--- config.mk ---
export PLATFORM = sky130hd
export DESIGN_NAME = hilo_unit
export DESIGN_NICKNAME = d
export VERILOG_FILES = /design/src/rtl/hilo_pkg.sv /design/src/rtl/hilo_lat_fsm.sv /design/src/rtl/hilo_unit.sv
export SDC_FILE = /design/constraint.sdc
export NUM_CORES = 1
export LEC_CHECK = 0
export CAP_MARGIN = 10
export CORE_MARGIN = 3
export CORE_UTILIZATION = 40
export DETAILED_ROUTE_END_ITERATION = 10
export GPL_ROUTABILITY_DRIVEN = 0
export PLACE_DENSITY = 0.82
export SETUP_SLACK_MARGIN = 0.2
export SLEW_MARGIN = 20
export SYNTH_ARGS = -nofsm -noshare
export SYNTH_HDL_FRONTEND = slang
export SYNTH_SLANG_ARGS = --single-unit
--- constraint.sdc ---
create_clock -name clk -period 2.1 [get_ports clk]
set_input_delay 0.315 -clock clk [delete_from_list [all_inputs] [get_ports clk]]
set_output_delay 0.315 -clock clk [all_outputs]
set_load 0.02 [all_outputs]
--- src/rtl/hilo_pkg.sv ---
// hilo_pkg: shared definitions for the HI/LO register stage.
//   - op_code constants for the mult/div and move-to instructions
//   - FSM state encoding (IDLE/BUSY/DONE, 2 bits)
//   - op request struct and small decode helpers
//   - latency-counter width helper
package hilo_pkg;

  localparam logic [4:0] OP_MULTU = 5'b01000;
  localparam logic [4:0] OP_MULT  = 5'b01001;
  localparam logic [4:0] OP_DIVU  = 5'b01010;
  localparam logic [4:0] OP_DIV   = 5'b01011;
  localparam logic [4:0] OP_MTHI  = 5'b10100;
  localparam logic [4:0] OP_MTLO  = 5'b10101;

  // Counter width for the default DIV_LAT of 33.
  localparam int CNT_W_DEF = $clog2(33);

  typedef enum logic [1:0] {
    ST_IDLE = 2'd0,
    ST_BUSY = 2'd1,
    ST_DONE = 2'd2
  } st_e;

  typedef struct packed {
    logic       vld;
    logic [4:0] op;
  } op_req_t;

  function automatic logic is_md(input logic [4:0] op);
    return (op == OP_MULTU) || (op == OP_MULT) || (op == OP_DIVU) || (op == OP_DIV);
  endfunction

  function automatic logic is_div(input logic [4:0] op);
    return (op == OP_DIVU) || (op == OP_DIV);
  endfunction

  // Wide enough to hold lat-2 for the larger of the two latencies.
  function automatic int cnt_w(input int mul_lat, input int div_lat);
    int m;
    m = (mul_lat > div_lat) ? mul_lat : div_lat;
    return (m < 3) ? 1 : $clog2(m);
  endfunction

endpackage

--- src/rtl/hilo_lat_fsm.sv ---
// hilo_lat_fsm: latency sequencer for the HI/LO stage.
// Ports:
//   clk, resetn   clock / async active-low reset
//   req           EX-stage op request (valid + op_code)
//   flush         synchronous pipeline flush
//   stall         hold EX and earlier stages (combinational)
//   busy          state == BUSY
//   idle          state == IDLE (qualifies MTHI/MTLO writes)
//   cap           strobe: capture md_hi/md_lo at this edge
module hilo_lat_fsm
  import hilo_pkg::*;
#(
  parameter int MUL_LAT = 4,
  parameter int DIV_LAT = 33
) (
  input  logic    clk,
  input  logic    resetn,
  input  op_req_t req,
  input  logic    flush,
  output logic    stall,
  output logic    busy,
  output logic    idle,
  output logic    cap
);

  localparam int CNT_W = cnt_w(MUL_LAT, DIV_LAT);
  localparam logic [CNT_W-1:0] MUL_INIT = CNT_W'(MUL_LAT - 2);
  localparam logic [CNT_W-1:0] DIV_INIT = CNT_W'(DIV_LAT - 2);

  st_e              state, nstate;
  logic [CNT_W-1:0] cnt, ncnt;

  always_ff @(posedge clk or negedge resetn) begin
    if (!resetn) begin
      state <= ST_IDLE;
      cnt   <= '0;
    end else begin
      state <= nstate;
      cnt   <= ncnt;
    end
  end

  always_comb begin
    nstate = state;
    ncnt   = cnt;
    stall  = 1'b0;
    cap    = 1'b0;
    unique case (state)
      ST_IDLE: begin
        if (req.vld && is_md(req.op) && !flush) begin
          stall  = 1'b1;
          nstate = ST_BUSY;
          ncnt   = is_div(req.op) ? DIV_INIT : MUL_INIT;
        end
      end
      ST_BUSY: begin
        stall = 1'b1;
        if (cnt != '0) begin
          ncnt = cnt - 1'b1;
        end else begin
          cap    = 1'b1;
          nstate = ST_DONE;
        end
      end
      // Completed instruction leaves EX this edge; its op_valid is stale.
      ST_DONE: nstate = ST_IDLE;
      default: nstate = ST_IDLE;
    endcase
    // Flush wins over capture and over acceptance.
    if (flush) begin
      nstate = ST_IDLE;
      ncnt   = '0;
      cap    = 1'b0;
    end
  end

  assign busy = (state == ST_BUSY);
  assign idle = (state == ST_IDLE);

endmodule

--- src/rtl/hilo_unit.sv ---
// hilo_unit: architectural HI/LO registers behind the mult/div unit.
// Optional feature: define HILO_PERF_EN to add the stall_cycles counter.
// Ports:
//   clk, resetn        clock / async active-low reset
//   op_valid, op_code  EX-stage instruction (held while stall=1)
//   md_hi, md_lo       mult/div results (stable while stall=1)
//   mt_data            rs value for MTHI/MTLO
//   flush              synchronous pipeline flush
//   mf_sel             1: rd_data=hi, 0: rd_data=lo
//   rd_data            combinational read of the registered HI/LO
//   hi, lo             HI/LO registers
//   stall, busy        pipeline hold / FSM in BUSY
//   stall_cycles       (HILO_PERF_EN) count of stalled cycles, wraps
module hilo_unit
  import hilo_pkg::*;
#(
  parameter int MUL_LAT = 4,
  parameter int DIV_LAT = 33
) (
  input  logic        clk,
  input  logic        resetn,
  input  logic        op_valid,
  input  logic [4:0]  op_code,
  input  logic [31:0] md_hi,
  input  logic [31:0] md_lo,
  input  logic [31:0] mt_data,
  input  logic        flush,
  input  logic        mf_sel,
  output logic [31:0] rd_data,
  output logic [31:0] hi,
  output logic [31:0] lo,
  output logic        stall,
  output logic        busy
`ifdef HILO_PERF_EN
  ,output logic [31:0] stall_cycles
`endif
);

  op_req_t req;
  logic    idle, cap, mt_ok;

  assign req = '{vld: op_valid, op: op_code};

  hilo_lat_fsm #(.MUL_LAT(MUL_LAT), .DIV_LAT(DIV_LAT)) u_fsm (
    .clk    (clk),
    .resetn (resetn),
    .req    (req),
    .flush  (flush),
    .stall  (stall),
    .busy   (busy),
    .idle   (idle),
    .cap    (cap)
  );

  // Move-to writes only in IDLE; DONE still presents the finished mult/div.
  assign mt_ok = idle && op_valid && !flush;

  always_ff @(posedge clk or negedge resetn) begin
    if (!resetn) begin
      hi <= '0;
      lo <= '0;
    end else if (cap) begin
      hi <= md_hi;
      lo <= md_lo;
    end else if (mt_ok) begin
      if (op_code == OP_MTHI) hi <= mt_data;
      if (op_code == OP_MTLO) lo <= mt_data;
    end
  end

  assign rd_data = mf_sel ? hi : lo;

`ifdef HILO_PERF_EN
  always_ff @(posedge clk or negedge resetn) begin
    if (!resetn)    stall_cycles <= '0;
    else if (stall) stall_cycles <= stall_cycles + 32'd1;
  end
`endif

endmodule
Yosys cells after proc, flatten, opt, wreduce, memory -nomap -nowiden
Cells that the tools add are included.
Word-level totals
  input bits: 106
  bits in registers: 72
  output and inout bits: 98
  logic and storage cells: 55
Operators by class
  mux-type cells: 21
  eq/ne operators: 10
  $add $sub $neg: 1
  reductions and logical operators: 19
Operator list (number)
  32-bit two-way mux: 7
  5-bit by 4-bit == test with 1-bit output (second input constant): 4
  6-bit two-way mux: 3
  6-bit case mux with 2 select lines: 1
  5-bit == test (second input constant): 2
  2-bit two-way mux: 3
  3-bit by 2-bit inequality test with 1-bit output (second input constant): 2
  2-bit AND reduction: 3
  2-bit nonzero test: 3
  6-bit nonzero test: 1
  6-bit by 1-bit subtractor with 6-bit output (second input constant): 1
  5-bit two-way mux: 1
  1-bit logical AND: 4
  1-bit logical OR: 4
  1-bit two-way mux: 4
  2-bit case mux with 2 select lines: 1
  3-bit inequality test (second input constant): 1
  3-bit AND reduction: 1
  3-bit nonzero test: 1
  2-bit by 1-bit == test with 1-bit output (second input constant): 1
  2-bit zero test: 1
  1-bit case mux with 2 select lines: 1
  1-bit zero test: 1

Depth between registers and ports, before layout
Gate-level depths: netlist of run 1.
  depth after elaboration: 9
  gate-level depth with buffers: 9
  gate-level depth less buffers: 6

Hierarchy
A second synthesis of run 1 with hierarchy kept.
Second synthesis, totals
  cells, all modules: 487
  area, all modules: 4755.8 sq um
Modules (own cells, without submodules)
  hilo_unit: sequential area each 1601.5 sq um, area an instance 4189.0 sq um, cells each 425, times used 1
  hilo_lat_fsm: sequential area each 200.2 sq um, area an instance 566.8 sq um, cells each 62, times used 1

Least setup slack after synthesis of run 1
Ideal clock, no wire load.
  path kind: reg-to-reg
  start point: register u_fsm.cnt[0]
  end point: register hi[10]
  path buffers: 2
  arrival time: 1.686 ns
  setup slack: 0.288 ns
  stages on the path, launching flop included: 9
  required time: 1.974 ns
  setup time: 0.126 ns
  period minus slack after synthesis: 1.812 ns
  path through: dfrtp_1 > inv_1 > ha_1 > nor3b_2 > and4_4 > buf_6 > buf_2 > nor3b_1 > a221o_1
Between the ends
  cells in the longest elaborated chain, start to end: 6
  elaborated cells on any way between the ends: 8
  those cells by class: mux: 4; reduce/logical: 4
RTL lines
  from (decl): line hilo_lat_fsm.sv:31  | logic [CNT_W-1:0] cnt, ncnt;
  from (signal assigned): line hilo_lat_fsm.sv:39  | cnt <= ncnt;
  6-bit nonzero test (*): line hilo_lat_fsm.sv:58  | if (cnt != '0) begin
  1-bit two-way mux (*): line hilo_lat_fsm.sv:58
  1-bit two-way mux (*): line hilo_lat_fsm.sv:48  | unique case (state)
  1-bit two-way mux (*): line hilo_lat_fsm.sv:70  | if (flush) begin
  2-bit nonzero test (no line)
  2-bit AND reduction (no line)
  to (signal assigned): line hilo_unit.sv:63  | hi <= md_hi;
  to (signal assigned): line hilo_unit.sv:66  | if (op_code == OP_MTHI) hi <= mt_data;
  to (decl): line hilo_unit.sv:30  | output logic [31:0] hi,
Every way passes the cells marked *; elsewhere a longest branch is shown, timed or not.
A chain may end at the register's enable or synchronous reset.

Final worst setup path of run 1
  start point: register u_fsm.cnt[0]
  end point: register hi[19]
Same word-level chain as after synthesis.

==> results of run 1 <==
[stage by stage]
step	instance area [um^2]	cells	util (%)
final	6610	699	71.2
after global routing	6610	699	71.2
after CTS	6360	685	68.5
after detailed placement	6090	665	65.6
after global placement	6090	665	65.6
after floorplan	3840	346	-
[Yosys cell counts, types with 5 or more instances]
master,number
nand2_1,33
clkbuf_1,6
nor3b_1,31
buf_2,17
mux2_2,33
mux2i_1,33
a21oi_1,8
inv_1,5
o21ai_0,28
dfrtp_1,72
o21ai_1,6
a221o_1,31
[placed cells by master (no fill, tap or decap), types with 6 or more instances in the layout]
cell,instances
a21oi_1,8
a221o_1,31
buf_12,8
buf_4,19
clkbuf_8,10
clkdlybuf4s50_1,180
dfrtp_1,71
dlymetal6s2s_1,17
mux2_2,33
mux2i_1,33
nand2_1,33
nor3b_1,31
o21ai_0,28
o21ai_1,6
[layout make-up]
cell class              count  area (um^2)
repair buffers            239         2560
clock buffers              10          138
flip-flops and latches     72         1800
fillers                   674         2670
multi-input cells         237         1890
inverters                   6         22.5
well taps                 129          161
clock inverters             6         43.8
[metal layers]
metal	part of all wire [%]	wire, um	vias to the layer above	global-route usage [%]
met5	0	0	-	0
met1	41	5360	1845	25.5
met2	51	6650	143	39.6
met4	2.3	297	0	7.88
li1	-	-	1747	-
met3	4.8	626	22	4.47
[state kept, by name, indices dropped and copies added (netlist names)]
signal,flops
u_fsm.cnt,6
lo,32
hi,32
u_fsm.state,2
[path summary, 6_finish.rpt]
kind / to
worst max register to register: hi[19]$_DFFE_PN0P_
worst min register to register: u_fsm.state[0]$_DFFE_PN0P_
min in group clk: lo[27]$_DFFE_PN0P_
worst max-delay path: hi[19]$_DFFE_PN0P_
max in group asynchronous: lo[8]$_DFFE_PN0P_
worst min-delay path: hi[5]$_DFFE_PN0P_
[critical path, stage by stage (launching register included)]
cell,delay (ns)
dfrtp_1,0.42
inv_2,0.08
ha_4,0.15
nor3b_4,0.15
and4_4,0.16
buf_2,0.16
buf_4,0.15
clkbuf_16,0.16
a221o_1,0.35
[kinds of logic (layout without fill, tap and decap cells)]
family | Yosys count | count (layout) | share of synthesized area [%]
AOI/OAI and AO/OA | 84 | 84 | 16.0
adders and majority gates | 2 | 2 | 0.651
buffers and inverters | 37 | 261 | 4.85
DFF | 72 | 72 | 46.9
muxes | 66 | 66 | 18.3
and+or+nand+nor | 85 | 85 | 13.4
[report_power, final]
| part | total (mW) | leakage, nW | switching (mW) | internal (mW) |
|---|---|---|---|---|
| combinational | 3.18 | 2.14 | 1.45 | 1.73 |
| sequential | 2.15 | 0.932 | 0.353 | 1.80 |
| clock | 1.01 | 0.0809 | 0.551 | 0.463 |
| total | 6.35 | 3.15 | 2.35 | 4.00 |
[repair_timing]
action	in CTS	in global routing
gates resized for setup	6	30
buffers inserted	1	10
setup endpoints to repair	36	56
endpoints found under the hold margin	34	0
cloned	2	4
pin swaps	0	4
hold buffers	1	0
==> results.yml, run 1 <==
sta:
  period_minus_slack_ns: 1.90
  fin_tns_setup_ns: 0
  fmax_mhz: 526
  finalCritPeriodShare_pct: 90.5
  finalMaxSlewViolations: 0
  slew_headroom_pct: 69.6
  hold-worst-slack_ns: 0.474
  worst_pin_slew_ns: 0.456
  setup_viol: 0
  setup_slack_ns: 0.199
  rsz0062_at_grt: "yes"
  hold_viol_final: 0
  finClkSkew_ns: 0.0141
yosys:
  avgSynthCellArea_um2: 11.1
  post-synth-top-area-cell: "dfrtp_1"
  synth_warnings: 0
  async_flop_share_pct: 100
  synth_area_leaders: "dfrtp_1 47%, mux2_2 9.7%, mux2i_1 8.6%, a221o_1 8.1%, nor3b_1 6.1%"
  synth_edf_count: 0
  synthesis.area_mm2: 0.00384
  synth_nets: 454
  synth.top_cell.area_share_pct: 46.9
  seq_area_frac_synth_pct: 46.9
  synthFlopType: "dfrtp_1"
  ys_ff_latch: 72
  synth.distinct_cells: 42
  synthCells: 346
worst_setup_path:
  rr_worst_depth: 8
  worstPathRequired_ns: 2.31
  r2r_slack_ns: 0.20
  r2r_start: "u_fsm.cnt[0]$_DFFE_PN0P_"
  startpoint: "u_fsm.cnt[0]$_DFFE_PN0P_"
  crit_path_end_kind: "flip-flop"
  cp_max_fo: 12
  start_kind: "flip-flop"
  criticalPathCategory: "flip-flop to flip-flop"
  arrival_ns: 2.11
floorplanning:
  core_mm2: 0.00928
  start_util_pct: 41.4
  pin_count: 204
  dieArea_mm2: 0.0108
  die_x_um: 104
  die_h_um: 104
  rows: 35
drt:
  drtIter0Drc: 138
  route.detailed.drc: 0
  ant_nets: 0
  routed_wl_um: 12900
  dr_total_vias: 3757
  drtPass1Iterations: 4
  vias_per_cell: 5.37
  routedWlPerCell_um: 18.5
clock_network:
  cts_tree: "yes"
  clk_latency_ns: 0.33
  clk_pin_slew_ns: 0.09
  numCtsBuffers: 9
  cts.path.max_buffers: 2
  cts_root_buf: "clkbuf_8"
  htreeDepth: 3
  numClockSinks: 72
cells_and_area:
  num_antenna_cells: 0
  drive_gt1_share_pct: 17.7
  final_net_count: 673
  areaGrowthSynthToFinish_pct: 72.0
grt:
  track_usage_pct: 21.9
  grt_max_degree: 39
  grt_pass1_wl_um: 19500
  antenna_found_initial: 0
  gr-total-overflow: 0
  grt_pass1_vias: 3783
power_and_ir_drop:
  power.total_mw: 6.35
  peakVddDrop_uv: 485
  powerDensity_mw_per_mm2: 960
  power.leakage_nw: 3.15
status:
  status: "completed"
run:
  max_cap_viol_count: 0
placement:
  portBuffers: 203
  dp_slack_ns: -0.0949
  hpwl_um: 8850
min_path:
  hold_class: "input pin to async pin"
(Power assumes the default switching activity.)
==> run 2: changes to the inputs <==
--- a/config.mk
+++ b/config.mk
@@ -5,7 +5,7 @@
 export SDC_FILE = /design/constraint.sdc
 export NUM_CORES = 1
 export LEC_CHECK = 0
-export CAP_MARGIN = 10
+export CAP_MARGIN = 20
 export CORE_MARGIN = 3
 export CORE_UTILIZATION = 40
 export DETAILED_ROUTE_END_ITERATION = 10
==> results of run 2 <==
No change in the layout: final DEF, timing and power equal those of run 1.
